<file path="config.mk">
export PLATFORM = sky130hd
export DESIGN_NAME = collatz_sweep_ctrl
export DESIGN_NICKNAME = d
export VERILOG_FILES = /design/src/rtl/collatz_pkg.sv /design/src/rtl/collatz_best_tracker.sv /design/src/rtl/collatz_sweep_ctrl.sv
export SDC_FILE = /design/constraint.sdc
export NUM_CORES = 1
export LEC_CHECK = 0
export CAP_MARGIN = 30
export CORE_UTILIZATION = 43
export CTS_CLUSTER_SIZE = 8
export DETAILED_ROUTE_END_ITERATION = 6
export GPL_ROUTABILITY_DRIVEN = 0
export HOLD_SLACK_MARGIN = 0.08
export PLACE_DENSITY = 0.69
export SYNTH_ARGS = -nofsm -noshare
export SYNTH_HDL_FRONTEND = slang
export SYNTH_HIERARCHICAL = 1
export SYNTH_SLANG_ARGS = --single-unit
</file>
<file path="constraint.sdc">
create_clock -name clk -period 7.2 [get_ports clk]
set_input_delay 1.44 -clock clk [delete_from_list [all_inputs] [get_ports clk]]
set_output_delay 1.44 -clock clk [all_outputs]
set_load 0.05 [all_outputs]
</file>
<file path="src/rtl/collatz_pkg.sv">
// rtl/collatz_pkg.sv - shared widths and sweep state encoding for the Collatz sweep controller
package collatz_pkg;

   localparam int BITS      = 32;
   localparam int CNT_BITS  = 16;
   localparam int WDOG_BITS = 20;

   typedef enum logic [2:0] {
      ST_IDLE,
      ST_LAUNCH,
      ST_WAIT,
      ST_UPDATE,
      ST_FINISH
   } sweep_state_t;

endpackage

</file>
<file path="src/rtl/collatz_best_tracker.sv">
// rtl/collatz_best_tracker.sv - running maximum of one value with the seed that produced it
// Strict greater-than, so on a tie the earlier seed is kept.
module collatz_best_tracker #(
   parameter int W = 32
) (
   input  logic         clk,
   input  logic         reset,
   input  logic         i_clr,
   input  logic         i_en,
   input  logic [W-1:0] i_val,
   input  logic [W-1:0] i_seed,
   output logic [W-1:0] o_val,
   output logic [W-1:0] o_seed
);

   logic [W-1:0] r_val;
   logic [W-1:0] r_seed;

   always_ff @(posedge clk) begin
      if (reset || i_clr) begin
         r_val  <= '0;
         r_seed <= '0;
      end else if (i_en && (i_val > r_val)) begin
         r_val  <= i_val;
         r_seed <= i_seed;
      end
   end

   assign o_val  = r_val;
   assign o_seed = r_seed;

endmodule

</file>
<file path="src/rtl/collatz_sweep_ctrl.sv">
// rtl/collatz_sweep_ctrl.sv - sweeps consecutive seeds through the Collatz engine and keeps the maxima
// One launch per seed, per-seed watchdog, abort path back to IDLE.
module collatz_sweep_ctrl #(
   parameter int BITS      = collatz_pkg::BITS,
   parameter int CNT_BITS  = collatz_pkg::CNT_BITS,
   parameter int WDOG_BITS = collatz_pkg::WDOG_BITS
) (
   input  logic                clk,
   input  logic                reset,
   input  logic [BITS-1:0]     i_cfg_start,
   input  logic [CNT_BITS-1:0] i_cfg_count,
   input  logic                i_go,
   input  logic                i_abort,
   output logic                o_busy,
   output logic                o_done,
   output logic                o_core_start,
   output logic                o_core_abort,
   output logic [BITS-1:0]     o_core_seed,
   input  logic                i_core_done,
   input  logic [BITS-1:0]     i_core_orbit_len,
   input  logic [BITS-1:0]     i_core_peak,
   output logic [BITS-1:0]     o_best_len,
   output logic [BITS-1:0]     o_best_seed,
   output logic [BITS-1:0]     o_peak_val,
   output logic [BITS-1:0]     o_peak_seed,
   output logic [CNT_BITS-1:0] o_seeds_done,
   output logic [CNT_BITS-1:0] o_timeout_cnt,
   output logic                o_wrapped
);
   import collatz_pkg::*;

   // Last count value before the limit: the limit-th WAIT cycle is the one that times out.
   localparam logic [WDOG_BITS-1:0] WDOG_LAST = ~WDOG_BITS'(1);

   sweep_state_t         r_state;
   sweep_state_t         w_next_state;
   logic [BITS-1:0]      r_seed;
   logic [BITS-1:0]      r_len;
   logic [BITS-1:0]      r_peak;
   logic [CNT_BITS-1:0]  r_remaining;
   logic [CNT_BITS-1:0]  r_seeds_done;
   logic [CNT_BITS-1:0]  r_timeout_cnt;
   logic [CNT_BITS-1:0]  w_rem_dec;
   logic [WDOG_BITS-1:0] r_wdog;
   logic                 r_fold;
   logic                 r_wrapped;
   logic                 r_core_abort;
   logic                 w_accept;
   logic                 w_timeout;
   logic                 w_seed_zero;
   logic                 w_seed_last;
   logic                 w_fold_en;

   assign w_accept    = (r_state == ST_IDLE) && i_go && !i_abort;
   assign w_timeout   = (r_state == ST_WAIT) && !i_core_done && (r_wdog == WDOG_LAST);
   assign w_seed_zero = (r_seed == '0);
   assign w_seed_last = (r_seed == '1);
   assign w_rem_dec   = r_remaining - 1'b1;
   assign w_fold_en   = (r_state == ST_UPDATE) && r_fold && !i_abort;

   always_comb begin
      w_next_state = r_state;
      case (r_state)
         ST_IDLE:   if (w_accept) w_next_state = (i_cfg_count == '0) ? ST_FINISH : ST_LAUNCH;
         ST_LAUNCH: w_next_state = w_seed_zero ? ST_UPDATE : ST_WAIT;
         ST_WAIT:   if (i_core_done || w_timeout) w_next_state = ST_UPDATE;
         ST_UPDATE: w_next_state = ((w_rem_dec == '0) || w_seed_last) ? ST_FINISH : ST_LAUNCH;
         ST_FINISH: w_next_state = ST_IDLE;
         default:   w_next_state = ST_IDLE;
      endcase
      if (i_abort && (r_state != ST_IDLE)) w_next_state = ST_IDLE;
   end

   always_ff @(posedge clk) begin
      if (reset) begin
         r_state       <= ST_IDLE;
         r_seed        <= '0;
         r_len         <= '0;
         r_peak        <= '0;
         r_remaining   <= '0;
         r_seeds_done  <= '0;
         r_timeout_cnt <= '0;
         r_wdog        <= '0;
         r_fold        <= 1'b0;
         r_wrapped     <= 1'b0;
         r_core_abort  <= 1'b0;
      end else begin
         r_state      <= w_next_state;
         r_core_abort <= (r_state == ST_WAIT) && (i_abort || w_timeout);
         r_fold       <= 1'b0;
         if (w_accept) begin
            r_seed        <= i_cfg_start;
            r_remaining   <= i_cfg_count;
            r_seeds_done  <= '0;
            r_timeout_cnt <= '0;
            r_wrapped     <= 1'b0;
         end else if (!i_abort) begin
            case (r_state)
               ST_LAUNCH: r_wdog <= '0;
               ST_WAIT: begin
                  r_wdog <= r_wdog + 1'b1;
                  // Engine outputs are only valid with core_done, so hold them for UPDATE.
                  if (i_core_done) begin
                     r_len  <= i_core_orbit_len;
                     r_peak <= i_core_peak;
                     r_fold <= 1'b1;
                  end else if (w_timeout) begin
                     r_timeout_cnt <= r_timeout_cnt + 1'b1;
                  end
               end
               ST_UPDATE: begin
                  r_seeds_done <= r_seeds_done + 1'b1;
                  r_remaining  <= w_rem_dec;
                  if (w_rem_dec != '0) begin
                     if (w_seed_last) r_wrapped <= 1'b1;
                     else             r_seed    <= r_seed + 1'b1;
                  end
               end
               default: ;
            endcase
         end
      end
   end

   collatz_best_tracker #(.W(BITS)) u_len_tracker (
      .clk    (clk),
      .reset  (reset),
      .i_clr  (w_accept),
      .i_en   (w_fold_en),
      .i_val  (r_len),
      .i_seed (r_seed),
      .o_val  (o_best_len),
      .o_seed (o_best_seed)
   );

   collatz_best_tracker #(.W(BITS)) u_peak_tracker (
      .clk    (clk),
      .reset  (reset),
      .i_clr  (w_accept),
      .i_en   (w_fold_en),
      .i_val  (r_peak),
      .i_seed (r_seed),
      .o_val  (o_peak_val),
      .o_seed (o_peak_seed)
   );

   assign o_busy        = (r_state != ST_IDLE);
   assign o_done        = (r_state == ST_FINISH) && !i_abort;
   assign o_core_start  = (r_state == ST_LAUNCH) && !w_seed_zero && !i_abort;
   assign o_core_abort  = r_core_abort;
   assign o_core_seed   = r_seed;
   assign o_seeds_done  = r_seeds_done;
   assign o_timeout_cnt = r_timeout_cnt;
   assign o_wrapped     = r_wrapped;

endmodule

</file>
# Word-level counts from Yosys, hierarchy flattened
# Index checks and enable logic that the tools add are counted.
totals:
  reg_bits: 298
  mem_count: 0
  wordCells: 92
  rom_bits: 0
  mem_bits_rw: 0
  latchBits: 0
op_classes:
  addsub: 5
  eq_ne: 10
  n_reduce_logical: 40
  n_bitwise: 4
  shifts: 0
  n_mux: 16
  mul: 0
  div: 0
  order_cmp: 2
op_table:
  columns: ["operator", "n"]
  rows:
  - ["$mux W32", 5]
  - ["$gt A32 B32 Y1", 2]
  - ["$mux W16", 3]
  - ["$pmux W20 S2", 1]
  - ["$add A16 B1 Y16 const B", 2]
  - ["$add A32 B1 Y32 const B", 1]
  - ["$eq A32 B32 Y1 const B", 1]
  - ["$logic_not A16 Y1", 2]
  - ["$logic_not A32 Y1", 1]
  - ["$add A20 B1 Y20 const B", 1]
  - ["$eq A20 B20 Y1 const B", 1]
  - ["$reduce_and A4 Y1", 4]
  - ["$reduce_bool A16 Y1", 1]
  - ["$sub A16 B1 Y16 const B", 1]
  - ["$logic_and A1 B1 Y1", 13]
  - ["$mux W3", 4]
  - ["$pmux W3 S4", 1]
  - ["$eq A3 B2 Y1 const B", 2]
  - ["$ne A2 B1 Y1 const B", 3]
  - ["$reduce_and A2 Y1", 3]
  - ["$reduce_bool A2 Y1", 3]
  - ["$logic_or A1 B1 Y1", 4]
  - ["$not A1 Y1", 4]
  - ["$reduce_or A2 Y1", 2]
  - ["9 further kinds", 12]

# Longest topological paths before layout
# Gate-level depths: netlist (run 1).
logic_depth:
  word_depth: 6
  mapped_depth: 11
  mapped_depth_nobuf: 9

# Hierarchy
# Netlist (run 1), hierarchy kept.
by_module_without_submodules:
  columns: ["mod", "seq_area_each_um2", "cells_each", "area_per_inst_um2", "n_inst"]
  rows:
  - ["collatz_sweep_ctrl", 3403.3, 1002, 7923.8, 1]
  - ["collatz_best_tracker", 1281.2, 396, 3367.0, 2]

# Least setup slack after synthesis (run 1)
# Ideal clock, no wire load.
synth_path:
  kind: "in2out"
  start: "input port i_abort"
  end: "output port o_done"
  arrival_ns: 3.083
  setup_slack_ns: 2.677
  path_stages: 1
  n_path_buf: 0
  cell_sequence: "nor4b_1"
synth_between:
  elab_chain_cells: 2
synth_lines:
  columns: ["element", "line_no", "text"]
  rows:
  - ["from (decl)", "collatz_sweep_ctrl.sv:13", "input logic i_abort,"]
  - ["$logic_not A1 Y1", "collatz_sweep_ctrl.sv:148", "assign o_done = (r_state == ST_FINISH) && !i_abort;"]
  - ["$logic_and A1 B1 Y1", "collatz_sweep_ctrl.sv:148", null]
  - ["to (decl)", "collatz_sweep_ctrl.sv:15", "output logic o_done,"]
# No other way between the ends.

# Worst setup path in the final report (run 1)
layout_path:
  start: "input port i_abort"
  end: "output port o_core_start"
layout_between:
  elab_chain_cells: 2
layout_lines:
  columns: ["element", "line_no", "text"]
  rows:
  - ["$logic_not A1 Y1", "collatz_sweep_ctrl.sv:149", "assign o_core_start = (r_state == ST_LAUNCH) && !w_seed_zero && !i_abort;"]
  - ["$logic_and A1 B1 Y1", "collatz_sweep_ctrl.sv:149", null]
  - ["to (decl)", "collatz_sweep_ctrl.sv:16", "output logic o_core_start,"]
# No other way between the ends.

==> summary.txt, run 1 <==
Outcome
  • Status: completed

Critical path
  • Reg2reg end: o_core_seed[3]$_SDFFE_PP0P_
  • Critical Path Max Stage Delay: 0.85 ns
  • Critical path class: input port to output port
  • Reg2Reg Setup Slack: 3.40 ns
  • Worst R2R Path Depth: 9
  • Type of destination of the critical path: output port
  • Required time worst endpoint: 5.76 ns
  • CP max-delay cell: clkdlybuf4s50_1
  • CP arrival: 3.31 ns
  • Critical path startpoint category: input port
  • CP Buf/Inv Count: 2
  • Top delay family on crit path: buffers and inverters
  • Critical Path Fanout Max: 8
  • Cells along the critical path: clkdlybuf4s50_1 -> nor2_1 -> nand3b_1 -> nor2_1 -> clkdlybuf4s50_1
  • Reg2reg start: r_remaining[0]$_SDFFE_PP0P_

Clocking
  • Hold Buf Count CTS: 0
  • H-tree Lvls: 2
  • Post-CTS Setup Bufs: 0
  • # resized after CTS: 0
  • CTS tree: yes
  • CTS sink cnt: 298
  • Clk slew on worst S/H paths: 0.05 ns
  • CTS buffer count: 43
  • CTS root buffer: clkbuf_16
  • Clk_lat worst skew: 0.53 ns
  • Longest Clk Path Bufs: 3

Synthesis
  • Synthesized Nets: 1983
  • Ys flop type: dfxtp_1
  • Synth Instances: 1794
  • Netlist cell types: 67
  • Syn Area/Cell: 8.17 um^2
  • Synthesis Warnings: 6
  • Synthesized area: 14700 um^2
  • Register area share after synthesis: 40.7%
  • Ys async rst share: 0%
  • Post-synth EDFFs: 0
  • FF+latch count, synth: 298

Timing
  • Minimum clock period: 4.75 ns
  • Sum Neg Setup Slack: 0 ns
  • RSZ-0062 raised after global routing: false
  • Setup ws final: 2.45 ns
  • Setup-failing EPs final: 0
  • Slew @ Worst Pin: 0.935 ns
  • Final hold violations: 0
  • Rel. slew slack: 37.2%
  • Fin crit share: 66.0%
  • Hold slack: 0.455 ns
  • Slew Limit Fails: 0
  • Max Freq: 211 MHz
  • Worst Skew: 0.0169 ns

Die
  • I/O pins: 314
  • Initial Util: 43.7%
  • Die area: 34800 um^2
  • Die Width: 187 um
  • Site Rows: 67
  • Die H: 187 um
  • Core area: 33500 um^2

Placed design
  • Dpl hpwl: 30300 um
  • DP Cell Count: 2468
  • IO Port Bufs: 313
  • Setup WS pre-CTS: 2.23 ns

Routing
  • WL per Instance: 17.5 um
  • Vias: 13600
  • DRC violations left: 0
  • Post-route ant nets: 0
  • First-pass iteration count of the detailed router: 6
  • DRT Wirelength: 44000 um
  • Avg Vias per Cell: 5.40
  • First DRT Iteration DRCs: 897

Global routing
  • First-pass GRT wire length: 69700 um
  • Initial antenna violation count: 6
  • Pin count of the biggest net entering global routing: 129
  • GRT Overall Usage: 24.6%
  • Gr ovfl total: 0
  • Number of global-route vias before repair: 12800

Pwr
  • PwrDens: 201 nW/um^2
  • Peak supply drop: 144 uV
  • Leakage: 6.48 nW
  • Final Total Pwr: 3.87 mW

Final layout
  • Share of cells above drive strength 1: 3.92%
  • Synth-to-layout area growth: 31.2%
  • Commonest non-fill, non-tap cell in the layout: nand2_1
  • Number of fill cells in the layout: 3050
  • Commonest cells after routing, fill and taps aside: nand2_1 (449), clkdlybuf4s50_1 (312), dfxtp_1 (298), mux2i_1 (130), nor2_1 (128)
  • Fin cells: 2519
  • Nets: 2254

Worst hold path
  • Min-delay src: u_peak_tracker/o_seed[8]$_SDFFE_PP0P_
  • Min-Delay Path Class: flip-flop to flip-flop
  • Hold path cells: 2
  • Hold Path End: u_peak_tracker/o_seed[8]$_SDFFE_PP0P_

Job
  • Max_cap viols: 0
## metrics by stage
step / util, % / area [um^2]
global placement: 53.8 / 18000
finish: 57.4 / 19200
detailed placement: 53.9 / 18100
global route: 57.3 / 19200
floorplan: - / 14700
CTS: 57.3 / 19200
## cells by family (layout without fill, tap and decap cells)
kind of cell             count (synthesis)  after routing  share of synthesized area (%)
AO/OA/AOI/OAI                          260            260                           11.1
XOR/XNOR                                56             56                           3.35
adder cells (fa/ha/maj)                 72             72                           6.15
buffers and inverters                  181            454                           5.45
flip-flops                             298            298                           40.7
multiplexers                           130            130                           8.88
other                                    0              4                              0
AND/OR/NAND/NOR                        797            797                           24.4
## sequential cells by signal, summed over array words and instances, names as in the netlist
name and cells:
r_wdog 20, u_len_tracker/o_seed 32, o_timeout_cnt 16, r_state 3, o_seeds_done 16, r_fold 1, u_peak_tracker/o_val 32, o_core_seed 32
u_len_tracker/o_val 32, u_peak_tracker/o_seed 32, r_peak 32, r_remaining 16, o_wrapped 1, r_len 32, o_core_abort 1
## worst max path at each step
| stage | slack, ns | start | cells past startpoint | end |
|---|---|---|---|---|
| finish | 2.45 | i_abort | 5 | o_core_start |
| global route | 2.29 | i_abort | 5 | o_core_start |
| CTS | 2.45 | i_abort | 5 | o_core_start |
| detailed placement | 2.23 | i_abort | 8 | r_remaining[13]$_SDFFE_PP0P_ |
| global placement | 2.31 | i_abort | 8 | r_remaining[6]$_SDFFE_PP0P_ |
| floorplan | 2.68 | i_abort | 1 | o_done |
## report_power, final
part	internal [mW]	leakage (nW)	switching [mW]	total, mW
sequential	1.67	2.41	0.0476	1.72
clock	1.09	0.568	0.703	1.80
combinational	0.141	3.50	0.207	0.348
total	2.91	6.48	0.957	3.87
## worst reg2reg max path: stages, from the launching register on
cell and delay (ns):
dfxtp_1 0.39, inv_1 0.10, ha_1 0.47, o21ai_0 0.27, or3b_2 0.51, a21oi_1 0.17
o2111a_1 0.55, a21o_1 0.72, o21ai_0 0.20, a311oi_1 0.32
## metal layers
metal	share of wire (%)	GRT usage, %	wire (um)	up-vias
met3	8.8	6.02	3870	77
met1	43	32.4	19000	6356
met4	2.5	7.35	1120	4
met5	0.061	0	27	-
met2	45	39.6	20000	477
li1	-	-	-	6700
## cell type report
class / instances / area [um^2] / area share (%)
multi-input cells: 1315 / 7950 / 41.4
flip-flops and latches: 298 / 5970 / 31.0
repair buffers: 327 / 3290 / 17.1
clock buffers: 45 / 1130 / 5.86
well taps: 448 / 561 / 2.91
inverters: 80 / 300 / 1.56
clock inverters: 2 / 28.8 / 0.150
diodes: 4 / 10.0 / 0.0520
## synthesized netlist by cell type, types with 30 or more instances
cell type / number / area [um^2]
nand2_1: 450 / 1690
dfxtp_1: 298 / 5970
mux2i_1: 130 / 1300
nor2_1: 130 / 488
a21oi_1: 118 / 591
clkbuf_1: 79 / 297
inv_1: 78 / 293
ha_1: 72 / 901
nand3_1: 49 / 245
o21ai_0: 35 / 175
nand4_1: 34 / 213
xor2_1: 30 / 263
Power figures use the tool's default switching activity.
==> run 2, diff against run 1 <==
--- a/config.mk
+++ b/config.mk
@@ -11,7 +11,7 @@
 export DETAILED_ROUTE_END_ITERATION = 6
 export GPL_ROUTABILITY_DRIVEN = 0
 export HOLD_SLACK_MARGIN = 0.08
-export PLACE_DENSITY = 0.69
+export PLACE_DENSITY = 0.72
 export SYNTH_ARGS = -nofsm -noshare
 export SYNTH_HDL_FRONTEND = slang
 export SYNTH_HIERARCHICAL = 1
==> constraint.sdc (replaced) <==
create_clock -name clk -period 4.3 [get_ports clk]
set_input_delay 0.86 -clock clk [delete_from_list [all_inputs] [get_ports clk]]
set_output_delay 0.86 -clock clk [all_outputs]
set_load 0.05 [all_outputs]
==> summary.txt, run 2 (synthesized netlist as in run 1, its figures left out) <==
Critical path
  • Required time worst endpoint: 4.72 ns (was 5.76 ns)
  • CP arrival: 4.09 ns (was 3.31 ns)
  • CP max-delay cell: a21o_1 (was clkdlybuf4s50_1)
  • Critical path class: flip-flop to flip-flop (was input port to output port)
  • Type of destination of the critical path: flip-flop (was output port)
  • Reg2Reg Setup Slack: 0.63 ns (was 3.40 ns)
  • Critical Path Fanout Max: 29 (was 8)
  • Cells along the critical path: inv_1 -> ha_1 -> o21ai_0 -> or3b_2 -> a21oi_1 -> o2111a_1 -> buf_4 -> a21o_1 -> o21ai_0 -> a311oi_1 (was clkdlybuf4s50_1 -> nor2_1 -> nand3b_1 -> nor2_1 -> clkdlybuf4s50_1)
  • CP Buf/Inv Count: 2 (unchanged)
  • Critical Path Max Stage Delay: 0.67 ns (was 0.85 ns)
  • Top delay family on crit path: compound AO/OA/AOI/OAI gates (was buffers and inverters)
  • Critical path startpoint category: flip-flop (was input port)
  • Crit-path most repeated cell: o21ai_0

Final layout
  • Nets: 2264 (was 2254)
  • Sequential Area: 5970 um^2 (unchanged)
  • Number of fill cells in the layout: 3011 (was 3050)
  • Multi-input combinational cell area: 7950 um^2 (unchanged)
  • Commonest cells after routing, fill and taps aside: nand2_1 (449), clkdlybuf4s50_1 (312), dfxtp_1 (298), mux2i_1 (130), nor2_1 (128) (unchanged)
  • Commonest non-fill, non-tap cell in the layout: nand2_1 (unchanged)
  • Share of cells above drive strength 1: 4.38% (was 3.92%)
  • Synth-to-layout area growth: 32.0% (was 31.2%)
  • Util after Layout: 57.7% (was 57.4%)

Clocking
  • Longest Clk Path Bufs: 3 (unchanged)
  • Clk_lat worst skew: 0.54 ns (was 0.53 ns)
  • Clk slew on worst S/H paths: 0.05 ns (about the same)
  • CTS root buffer: clkbuf_16 (unchanged)
  • Hold Buf Count CTS: 0 (unchanged)
  • H-tree Lvls: 2 (unchanged)
  • CTS sink cnt: 298 (unchanged)
  • Post-CTS Setup Bufs: 0 (unchanged)
  • # resized after CTS: 0 (unchanged)
  • CTS buffer count: 43 (unchanged)
  • CTS tree: yes (unchanged)

Die
  • Die H: 187 um (unchanged)
  • I/O pins: 314 (unchanged)
  • Core area: 33500 um^2 (unchanged)
  • Die Width: 187 um (unchanged)
  • Site Rows: 67 (unchanged)
  • Die area: 34800 um^2 (unchanged)
  • Initial Util: 43.7% (unchanged)

Routing
  • Avg Vias per Cell: 5.46 (was 5.40)
  • DRC violations left: 0 (unchanged)
  • Vias: 13800 (was 13600)
  • DRT Wirelength: 44800 um (was 44000 um)
  • First-pass iteration count of the detailed router: 5 (was 6)
  • First DRT Iteration DRCs: 964 (was 897)
  • WL per Instance: 17.7 um (was 17.5 um)
  • Post-route ant nets: 0 (unchanged)

Global routing
  • Number of global-route vias before repair: 13200 (was 12800)
  • Gr ovfl total: 0 (unchanged)
  • Initial antenna violation count: 10 (was 6)
  • Pin count of the biggest net entering global routing: 129 (unchanged)
  • GRT Overall Usage: 24.9% (was 24.6%)
  • First-pass GRT wire length: 70300 um (was 69700 um)

Pwr
  • Leakage: 6.53 nW (was 6.48 nW)
  • Peak supply drop: 309 uV (was 144 uV)
  • Sequential Power Share: 44.3% (was 44.5%)
  • Clk pwr share: 46.6% (was 46.5%)
  • Sw Share: 25.0% (was 24.8%)
  • Net Sw Power: 1.62 mW (was 957 uW)
  • Pint: 4.88 mW (was 2.91 mW)
  • Comb pwr share: 9.2% (was 9.0%)
  • PwrDens: 336 nW/um^2 (was 201 nW/um^2)

Timing
  • Hold slack: 0.457 ns (was 0.455 ns)
  • Worst Skew: 0.0218 ns (was 0.0169 ns)
  • Slew @ Worst Pin: 0.999 ns (was 0.935 ns)
  • Setup-failing EPs final: 0 (unchanged)
  • Fin crit share: 85.3%
  • Rel. slew slack: 33.4% (was 37.2%)
  • RSZ-0062 raised after global routing: false (unchanged)
  • Slew Limit Fails: 0 (unchanged)
  • Sum Neg Setup Slack: 0 ns (unchanged)
  • Max Freq: 273 MHz
  • Minimum clock period: 3.67 ns
  • Final hold violations: 0 (unchanged)

Placed design
  • IO Port Bufs: 313 (unchanged)
  • Dpl hpwl: 31800 um (was 30300 um)

Job
  • Max_cap viols: 0 (unchanged)

Worst hold path
  • Min-Delay Path Class: flip-flop to flip-flop (unchanged)

Outcome
  • Status: completed (unchanged)
## run 2: layout make-up
class	instances	area share [%]
repair buffers	337	17.5
inverters	80	1.55
well taps	448	2.90
flip-flops and latches	298	30.8
clock buffers	46	5.84
diodes	8	0.103
clock inverters	2	0.142
multi-input cells	1315	41.1
## run 2: worst min-delay path: cells and delay by family (launching register included)
family | cells | cell delay, ns
flops | 1 | 0.30
mux | 1 | 0.05
simple gates | 1 | 0.05
## run 2: path summary, 6_finish.rpt
path,from,endpoint,depth (start not counted)
worst max-delay path,r_remaining[0]$_SDFFE_PP0P_,o_core_seed[5]$_SDFFE_PP0P_,10
worst min-delay path,u_peak_tracker/o_seed[19]$_SDFFE_PP0P_,u_peak_tracker/o_seed[19]$_SDFFE_PP0P_,2
worst max register to register,r_remaining[0]$_SDFFE_PP0P_,o_core_seed[5]$_SDFFE_PP0P_,10
worst min register to register,u_peak_tracker/o_seed[19]$_SDFFE_PP0P_,u_peak_tracker/o_seed[19]$_SDFFE_PP0P_,2
## run 2: metal layers
layer | global-route usage, % | routed length [um]
met4 | 10.2 | 1500
met3 | 6.36 | 3620
met2 | 40.5 | 20500
met1 | 31.4 | 19100
met5 | 0 | 14
## run 2: power groups by stage
stage	Combinational, mW	Clock (mW)	Sequential, mW
finish	0.595	3.03	2.88
global route	0.640	3.20	2.88
CTS	0.593	3.08	2.88
floorplan	0.265	0	2.98
detailed placement	0.590	0	2.93
global placement	0.581	0	2.93
## run 2: per-stage QoR
| stage | total power, mW | instances | setup slack [ns] | instance area (um^2) |
|---|---|---|---|---|
| final | 6.50 | 2534 | 0.631 | 19300 |
| after global routing | 6.72 | 2531 | 0.311 | 19300 |
| after CTS | 6.54 | 2526 | 0.640 | 19300 |
| after detailed placement | 3.52 | 2478 | 0.668 | 18200 |
| after global placement | 3.51 | 2478 | 0.714 | 18200 |
| after floorplan | 3.24 | 1794 | 0.937 | 14700 |
